<file path="src/rtl/svm_pkg.sv">
// Shared SVM constants: default pixel/SV geometry, derived address widths and
// the read-sequencer FSM encoding.
package svm_pkg;
  localparam int DEF_XLEN_PIXEL    = 8;
  localparam int DEF_NUM_OF_PIXELS = 784;
  localparam int DEF_NUM_OF_SV     = 10;
  localparam int DEF_PIX_AW        = $clog2(DEF_NUM_OF_PIXELS);
  localparam int DEF_SV_AW         = $clog2(DEF_NUM_OF_PIXELS * DEF_NUM_OF_SV);
  localparam int DEF_IDX_W         = $clog2(DEF_NUM_OF_SV);

  typedef enum logic [1:0] {
    ST_IDLE  = 2'd0,
    ST_RUN   = 2'd1,
    ST_DRAIN = 2'd2,
    ST_DONE  = 2'd3
  } seq_state_e;
endpackage

</file>
<file path="src/rtl/skid_fifo2.sv">
// Two-entry FIFO with registered head; push and pop may coincide at any fill
// level (at full, the pop frees the slot the push writes).
module skid_fifo2 #(
  parameter int W = 8
) (
  input  logic         clk,
  input  logic         rst,
  input  logic         push,
  input  logic [W-1:0] push_data,
  input  logic         pop,
  output logic [W-1:0] head,
  output logic [1:0]   count
);
  logic [W-1:0] mem [2];
  logic         wr_ptr;
  logic         rd_ptr;

  always_ff @(posedge clk) begin
    if (rst) begin
      mem[0] <= '0;
      mem[1] <= '0;
      wr_ptr <= 1'b0;
      rd_ptr <= 1'b0;
      count  <= 2'd0;
    end else begin
      if (push) begin
        mem[wr_ptr] <= push_data;
        wr_ptr      <= ~wr_ptr;
      end
      if (pop) rd_ptr <= ~rd_ptr;
      count <= count + {1'b0, push} - {1'b0, pop};
    end
  end

  assign head = mem[rd_ptr];
endmodule

</file>
<file path="src/rtl/mem_read_sequencer.sv">
// Sweeps test-vector and SV memories in lock-step (SV-major, pixel-minor) and
// streams (x, sv) pairs downstream; a 2-entry FIFO absorbs BRAM latency.
module mem_read_sequencer #(
  parameter int XLEN_PIXEL    = svm_pkg::DEF_XLEN_PIXEL,
  parameter int NUM_OF_PIXELS = svm_pkg::DEF_NUM_OF_PIXELS,
  parameter int NUM_OF_SV     = svm_pkg::DEF_NUM_OF_SV
) (
  input  logic                                       clk,
  input  logic                                       rst,
  input  logic                                       start,
  output logic                                       mem_re,
  output logic [$clog2(NUM_OF_PIXELS)-1:0]           x_raddr,
  output logic [$clog2(NUM_OF_PIXELS*NUM_OF_SV)-1:0] sv_raddr,
  input  logic [XLEN_PIXEL-1:0]                      x_rdata,
  input  logic [XLEN_PIXEL-1:0]                      sv_rdata,
  output logic                                       out_valid,
  input  logic                                       out_ready,
  output logic [XLEN_PIXEL-1:0]                      out_x,
  output logic [XLEN_PIXEL-1:0]                      out_sv,
  output logic [$clog2(NUM_OF_SV)-1:0]               out_sv_idx,
  output logic                                       out_last_pix,
  output logic                                       out_last_sv,
  output logic                                       busy,
  output logic                                       done,
  output svm_pkg::seq_state_e                        fsm_state
);
  import svm_pkg::*;

  localparam int PIX_AW = $clog2(NUM_OF_PIXELS);
  localparam int SV_AW  = $clog2(NUM_OF_PIXELS * NUM_OF_SV);
  localparam int IDX_W  = $clog2(NUM_OF_SV);
  localparam int FW     = 2 * XLEN_PIXEL + IDX_W + 2;
  localparam logic [PIX_AW-1:0] PIX_LAST = PIX_AW'(NUM_OF_PIXELS - 1);
  localparam logic [IDX_W-1:0]  SV_LAST  = IDX_W'(NUM_OF_SV - 1);
  localparam logic [SV_AW-1:0]  PIX_STEP = SV_AW'(NUM_OF_PIXELS);

  // Handshake: a beat transfers on every cycle where out_valid & out_ready are
  // both high; out_valid never drops and head never changes until that happens.

  seq_state_e        state, state_nxt;
  logic              start_d;
  logic              launch;
  logic              inflight;
  logic [PIX_AW-1:0] pix_idx;
  logic [IDX_W-1:0]  sv_idx;
  logic [SV_AW-1:0]  sv_base;
  logic              at_last;
  logic [IDX_W-1:0]  meta_idx;
  logic              meta_last_pix;
  logic              meta_last_sv;
  logic              pop;
  logic [1:0]        fifo_count;
  logic [1:0]        count_after;
  logic [FW-1:0]     push_data;
  logic [FW-1:0]     head;

  assign launch      = (state == ST_IDLE) && start && !start_d;
  assign pop         = out_valid && out_ready;
  assign count_after = fifo_count - {1'b0, pop};
  assign at_last     = (pix_idx == PIX_LAST) && (sv_idx == SV_LAST);

  always_comb begin
    state_nxt = state;
    mem_re    = 1'b0;
    case (state)
      ST_IDLE:  if (launch) state_nxt = ST_RUN;
      ST_RUN: begin
        // Credit: entries left after this cycle's pop plus the read in flight.
        mem_re = (count_after + {1'b0, inflight}) < 2'd2;
        if (mem_re && at_last) state_nxt = ST_DRAIN;
      end
      ST_DRAIN: if (count_after == 2'd0 && !inflight) state_nxt = ST_DONE;
      ST_DONE:  state_nxt = ST_IDLE;
      default:  state_nxt = ST_IDLE;
    endcase
  end

  always_ff @(posedge clk) begin
    if (rst) begin
      state         <= ST_IDLE;
      start_d       <= 1'b0;
      inflight      <= 1'b0;
      pix_idx       <= '0;
      sv_idx        <= '0;
      sv_base       <= '0;
      meta_idx      <= '0;
      meta_last_pix <= 1'b0;
      meta_last_sv  <= 1'b0;
    end else begin
      state    <= state_nxt;
      start_d  <= start;
      inflight <= mem_re;
      if (launch) begin
        pix_idx <= '0;
        sv_idx  <= '0;
        sv_base <= '0;
      end else if (mem_re) begin
        meta_idx      <= sv_idx;
        meta_last_pix <= (pix_idx == PIX_LAST);
        meta_last_sv  <= at_last;
        if (at_last) begin
          pix_idx <= '0;
          sv_idx  <= '0;
          sv_base <= '0;
        end else if (pix_idx == PIX_LAST) begin
          pix_idx <= '0;
          sv_idx  <= sv_idx + IDX_W'(1);
          sv_base <= sv_base + PIX_STEP;
        end else begin
          pix_idx <= pix_idx + PIX_AW'(1);
        end
      end
    end
  end

  assign x_raddr   = pix_idx;
  assign sv_raddr  = sv_base + SV_AW'(pix_idx);
  assign push_data = {x_rdata, sv_rdata, meta_idx, meta_last_pix, meta_last_sv};

  skid_fifo2 #(.W(FW)) u_fifo (
    .clk       (clk),
    .rst       (rst),
    .push      (inflight),
    .push_data (push_data),
    .pop       (pop),
    .head      (head),
    .count     (fifo_count)
  );

  assign out_valid    = (fifo_count != 2'd0);
  assign out_x        = head[FW-1 -: XLEN_PIXEL];
  assign out_sv       = head[FW-1-XLEN_PIXEL -: XLEN_PIXEL];
  assign out_sv_idx   = head[2 +: IDX_W];
  assign out_last_pix = head[1];
  assign out_last_sv  = head[0];
  assign busy         = (state == ST_RUN) || (state == ST_DRAIN);
  assign done         = (state == ST_DONE);
  assign fsm_state    = state;
endmodule

</file>
<file path="config.mk">
export PLATFORM = sky130hd
export DESIGN_NAME = mem_read_sequencer
export DESIGN_NICKNAME = d
export VERILOG_FILES = /design/src/rtl/svm_pkg.sv /design/src/rtl/skid_fifo2.sv /design/src/rtl/mem_read_sequencer.sv
export SDC_FILE = /design/constraint.sdc
export NUM_CORES = 1
export LEC_CHECK = 0
export CAP_MARGIN = 25
export CORE_UTILIZATION = 53
export DETAILED_ROUTE_END_ITERATION = 7
export PLACE_DENSITY_LB_ADDON = 0.3
export SYNTH_ARGS = -nofsm -noshare
export SYNTH_HDL_FRONTEND = slang
export SYNTH_SLANG_ARGS = --single-unit
</file>
<file path="constraint.sdc">
create_clock -name clk -period 3.3 [get_ports clk]
set_input_delay 0.495 -clock clk [delete_from_list [all_inputs] [get_ports clk]]
set_output_delay 0.495 -clock clk [all_outputs]
set_load 0.01 [all_outputs]
</file>
# Yosys cells after proc, flatten, opt, wreduce, memory -nomap -nowiden
# Memories as Yosys holds them, arrays and structs flattened. A register that Yosys moved wholly into a read port is not among the register bits.
# Cells that the tools add are included.
# W data, S select, Z words.
dict set report word_totals {
  reg_bits 41
  latchBits 0
  ram_bits 44
  romBits 0
  elab_cells 72
  memories 1
}
# name depth word_bits read_ports rd_clocked_by_memory_dff wr line_no
set mem_list {}
lappend mem_list {u_fifo.mem 2 22 1 1 2 skid_fifo2.sv:14} ;# logic [W-1:0] mem [2];
dict set report op_classes {
  addsub 8
  multipliers 0
  n_div 0
  magnitude_cmp 1
  eq_ne 8
  shifts 0
  muxes 21
  bitwise 3
  n_reduce_logical 18
}
# cell n
set op_table {}
lappend op_table {{$mux W13} 2}
lappend op_table {{$mux W22} 1}
lappend op_table {{$reduce_or A22 Y1} 1}
lappend op_table {{$mux W10} 2}
lappend op_table {{$add A13 B10 Y13} 1}
lappend op_table {{$add A13 B10 Y13 const B} 1}
lappend op_table {{$add A10 B1 Y10 const B} 1}
lappend op_table {{$eq A10 B10 Y1 const B} 1}
lappend op_table {{$mux W1} 10}
lappend op_table {{$mux W4} 2}
lappend op_table {{$pmux W2 S4} 1}
lappend op_table {{$logic_and A1 B1 Y1} 6}
lappend op_table {{$mux W2} 3}
lappend op_table {{$ne A2 B2 Y1 const B} 3}
lappend op_table {{$add A2 B1 Y2} 2}
lappend op_table {{$add A4 B1 Y4 const B} 1}
lappend op_table {{$eq A2 B2 Y1 const B} 2}
lappend op_table {{$eq A4 B4 Y1 const B} 1}
lappend op_table {{$logic_not A2 Y1} 2}
lappend op_table {{$reduce_and A2 Y1} 2}
lappend op_table {{$reduce_bool A2 Y1} 2}
lappend op_table {{$sub A2 B1 Y2} 2}
lappend op_table {{$not A1 Y1} 3}
lappend op_table {{$reduce_and A3 Y1} 1}
lappend op_table {{5 further kinds} 6}

# Longest topological paths before layout
dict set report depth {
  word_depth 8
  depth_mapped 10
  mapped_depth_nobuf 8
}

# Cells and area by module
# From an unflattened synthesis, not the netlist that was laid out.
dict set report unflattened {
  cells_unflattened 395
  hier_area_um2 4149.0
}
# module instances cells_per_inst area_per_inst_um2 seq_area_each_um2
set modules_own_cells {}
lappend modules_own_cells {skid_fifo2 1 162 2178.3 1421.4}
lappend modules_own_cells {mem_read_sequencer 1 233 1970.6 660.6}

# Worst setup path after synthesis
# Ideal clock, no wire load.
dict set report synth_path {
  path_type {reg-to-output}
  startpoint {register u_fifo.count[1]}
  endpoint {output mem_re}
  arrival_ps 2016
  required_time_ps 2805
  setup_slack_ps 789
  path_stages_with_launch 9
  n_path_buf 1
  cell_sequence {dfxtp_1 -> or2_2 -> and2_1 -> ha_1 -> xor2_1 -> xnor2_1 -> clkbuf_1 -> nand2_1 -> inv_1}
}
dict set report synth_via {
  elab_chain_cells 6
}
# item line_no
set synth_rtl {}
lappend synth_rtl {{start, declared} skid_fifo2.sv:12} ;# output logic [1:0] count
lappend synth_rtl {{start signal, assigned} skid_fifo2.sv:31} ;# count <= count + {1'b0, push} - {1'b0, pop};
lappend synth_rtl {{$reduce_bool A2 Y1} mem_read_sequencer.sv:130} ;# assign out_valid = (fifo_count != 2'd0);
lappend synth_rtl {{via out_valid} mem_read_sequencer.sv:16} ;# output logic out_valid,
lappend synth_rtl {{$logic_and A1 B1 Y1} mem_read_sequencer.sv:58} ;# assign pop = out_valid && out_ready;
lappend synth_rtl {{via pop} mem_read_sequencer.sv:51} ;# logic pop;
lappend synth_rtl {{$sub A2 B1 Y2} mem_read_sequencer.sv:59} ;# assign count_after = fifo_count - {1'b0, pop};
lappend synth_rtl {{$add A2 B1 Y2} mem_read_sequencer.sv:69} ;# mem_re = (count_after + {1'b0, inflight}) < 2'd2;
lappend synth_rtl {{$lt A2 B2 Y1} mem_read_sequencer.sv:69}
lappend synth_rtl {{$mux W1} mem_read_sequencer.sv:65} ;# case (state)
lappend synth_rtl {{end, declared} mem_read_sequencer.sv:11} ;# output logic mem_re,
# The timed path passes the listed nets, and every way through them passes these cells.

# Final worst setup path
dict set report layout_path {
  startpoint {register sv_base[5]}
  endpoint {output sv_raddr[11]}
}
dict set report layout_via {
  elab_chain_cells 1
}
# item line_no
set layout_rtl {}
lappend layout_rtl {{start, declared} mem_read_sequencer.sv:46} ;# logic [SV_AW-1:0] sv_base;
lappend layout_rtl {{start signal, assigned} mem_read_sequencer.sv:108} ;# sv_base <= sv_base + PIX_STEP;
lappend layout_rtl {{$add A13 B10 Y13} mem_read_sequencer.sv:117} ;# assign sv_raddr = sv_base + SV_AW'(pix_idx);
lappend layout_rtl {{end, declared} mem_read_sequencer.sv:13} ;# output logic [$clog2(NUM_OF_PIXELS*NUM_OF_SV)-1:0] sv_raddr,
# No other way between the ends.

==> impl_metrics.csv <==
group,metric,value,unit
floorplan,die_area,0.00785,mm^2
final_layout,insertedDiodeCount,0,
clock_tree,clk_latency,0.35,ns
setup_path,crit_path_end_kind,"output port",
clock_tree,clock-root-buffer,"clkbuf_8",
place,place_congestion,0.793,
floorplan,num_rows,31,
final_layout,final_area,0.00504,mm^2
drt,route.vias.total,2840,
final_layout,instances_no_fill,535,
sta,fin_crit_sh,0.945,
clock_tree,cts.sink_count,82,
setup_path,ff2ff_path_depth,9,
synthesis,synth_area_leader_cell,"edfxtp_1",
drt,drt_wl_total,7700,um
synthesis,synth_top_area_frac,0.332,
final_layout,multi_input_area,0.00180,mm^2
place,postPlaceCellArea,0.00479,mm^2
setup_path,critPathRequiredTime,2.80,ns
clock_tree,clkTransAtPathRegs,0.08,ns
worst_hold_path,hold_class,"reg2reg",
clock_tree,cts_hold_repair.buffers,0,
drt,ant_nets,0,
synthesis,synth-main-ff-cell,"edfxtp_1",
drt,avgRoutedWirePerCell,14.4,um
synthesis,ys_seq_area_frac,0.524,
drt,drt_iter0_drc,86,
place,place_hpwl,5270,um
drt,viasPerCell,5.31,
run,cap_viol_max_count,0,
setup_path,cp-start-kind,"flop",
power_and_ir_drop,power_leakage,1.98,nW
worst_hold_path,hold_path_depth,2,
sta,max_slew.worst_pin.slew,0.629,ns
final_layout,area_growth,26.8,%
synthesis,async_flop_share,0,
drt,firstDrtPassIters,5,
power_and_ir_drop,ir_drop,0.000638,V
final_layout,drive_gt1_frac,0.131,
sta,fmax,0.321,GHz
floorplan,dieWidth,88.6,um
synthesis,syn_area,0.00397,mm^2
synthesis,ys_ff_latch,82,
sta,finalSetupViolCount,0,
final_layout,nFillCells,550,
drt,post-route-drc-count,0,
power_and_ir_drop,power_density,608,mW/mm^2
place,numPortBuffers,70,
synthesis,netlist-cell-type-count,46,
global_route,antenna_found_initial,0,
sta,finalMaxSlewViolations,0,
global_route,grt_pass1_wl,12700,um
setup_path,critical_path.cell_chain,"ha_1 > a211oi_1 > nor2_1 > o41ai_2 > nand2b_1 > xnor2_1 > clkdlybuf4s50_1",
sta,finalHoldViolations,0,
clock_tree,cts_inserted_buffers,9,
sta,tns,0,ns
floorplan,die_y,88.6,um
setup_path,critPathArrivalTime,2.62,ns
setup_path,cp_slowest_cell,"clkdlybuf4s50_1",
global_route,track_usage,0.213,
synthesis,synth.avg_cell_area,11.0,um^2
floorplan,core,0.00725,mm^2
synthesis,synth_edf_count,44,
place,dpl.cell_count,519,
sta,skew,0.0115,ns
clock_tree,post_cts_buffers,0,
synthesis,synth_warnings,0,
clock_tree,cts_tree,"built",
global_route,grt_overflow,0,
final_layout,fin_nets,468,
sta,slew_headroom,0.579,
setup_path,critPathMaxStageDelay,0.55,ns
synthesis,synthCells,360,
global_route,grt_max_degree,23,
sta,rsz0062_at_grt,"false",
floorplan,initial_core_util,0.548,
setup_path,worst-setup-path-type,"reg2out",
global_route,grt_pass1_vias,2808,
setup_path,critical_path.max_fanout,5,
synthesis,synth_area_leaders,"edfxtp_1, dfxtp_1, and2_1",
final_layout,regArea,0.00208,mm^2
run_status,status,"complete, no violations",
clock_tree,max-clock-path-buffers,2,
clock_tree,h-tree-depth,3,
sta,min_period,3.12,ns
floorplan,pin_count,71,
synthesis,synthesis.nets,397,
repair_timing:
item                       CTS  global route
gates cloned                 0             0
setup endpoints to repair    2             2
gates resized for setup      1             1
hold endpoints to repair     0             0
cells in the mapped netlist (4+ instances only):
library cell / number
buf_1: 4
clkbuf_1: 11
nand3_1: 14
o21ai_0: 4
nand2b_1: 4
or3_1: 4
nor2b_1: 5
dfxtp_1: 38
a21oi_1: 11
ha_1: 17
and2_1: 46
inv_1: 8
nand4_1: 11
mux2i_1: 5
xnor2_1: 8
nor2_1: 37
edfxtp_1: 44
mux2_2: 22
xor2_1: 19
and3_1: 4
nand2_1: 11
worst max-delay path, delay by kind of cell (launching register included):
family          cells  cell delay [ns]
compound gates      2             0.58
simple gates        2             0.30
flops               1             0.43
fa+ha+maj           1             0.30
buf+inv             1             0.55
xor+xnor            1             0.11
cells by family (layout without fill, tap and decap cells):
| kind of cell | Yosys count | after routing | synth area share |
|---|---|---|---|
| buffers and inverters | 26 | 102 | 0.0283 |
| adder cells (fa/ha/maj) | 17 | 17 | 0.0535 |
| flip-flops | 82 | 82 | 0.524 |
| XOR/XNOR | 27 | 27 | 0.0595 |
| AND/OR/NAND/NOR | 153 | 153 | 0.215 |
| AO/OA/AOI/OAI | 28 | 28 | 0.0450 |
| multiplexers | 27 | 27 | 0.0749 |
sequential cells by signal (all words and copies together) (netlist names), 2 cells and up, named ones only:
signal,cells
fsm_state,2
meta_idx,4
sv_base,9
sv_idx,4
u_fifo.count,2
u_fifo.mem,44
x_raddr,10
metrics by stage:
step	worst slack (ns)	total power [W]	hold slack, ns	util
floorplan	0.789	0.00181	0.462	-
global placement	0.348	0.00220	0.480	0.660
detailed placement	0.314	0.00223	0.499	0.660
CTS	0.0765	0.00309	0.518	0.695
global route	0.0571	0.00322	0.549	0.695
finish	0.183	0.00307	0.512	0.695
worst paths after layout:
kind                               from                  endpoint  slack, ns
max             sv_base[5]$_SDFFE_PP0P_              sv_raddr[11]       0.18
max reg2reg  u_fifo.count[1]$_SDFF_PP0_   sv_base[5]$_SDFFE_PP0P_       0.59
min            meta_idx[1]$_SDFFE_PP0P_  meta_idx[1]$_SDFFE_PP0P_       0.51
min reg2reg    meta_idx[1]$_SDFFE_PP0P_  meta_idx[1]$_SDFFE_PP0P_       0.51
area by class of cell:
class / instances / share of cell area
Clock buffer: 11 / 0.0323
Clock inverter: 5 / 0.0164
Inverter: 8 / 0.00596
Multi-Input combinational cell: 252 / 0.357
Sequential cell: 82 / 0.413
Tap cell: 99 / 0.0246
Timing Repair Buffer: 78 / 0.151
where the power goes:
group | switching (W) | internal [W] | leakage, nW | total [W]
Sequential | 0.0000574 | 0.00119 | 0.765 | 0.00125
Combinational | 0.000468 | 0.000484 | 1.09 | 0.000952
Clock | 0.000369 | 0.000496 | 0.125 | 0.000865
Total | 0.000894 | 0.00217 | 1.98 | 0.00307
cells in the final DEF, fill, tap and decap left out, types with 3 or more instances in the layout:
cell type        netlist  final
a21oi_1               11     11
and2_1                46     46
and3_1                 4      4
buf_4                  2      8
clkbuf_8               0     10
clkdlybuf4s50_1        0     70
dfxtp_1               38     37
edfxtp_1              44     44
ha_1                  17     17
inv_1                  8      8
mux2_2                22     22
mux2i_1                5      5
nand2_1               11     11
nand2b_1               4      4
nand3_1               14     14
nand3b_1               3      3
nand4_1               11     11
nor2_1                37     37
nor2b_1                5      5
o21ai_0                4      4
or3_1                  4      4
xnor2_1                8      8
xor2_1                19     19
per-layer routing:
metal / GRT usage / part of all wire
met2: 0.389 / 0.52
met1: 0.248 / 0.44
met3: 0.0317 / 0.034
met5: 0 / 0
met4: 0.0924 / 0.0090
Note: power is estimated with default switching activity, not from simulation.
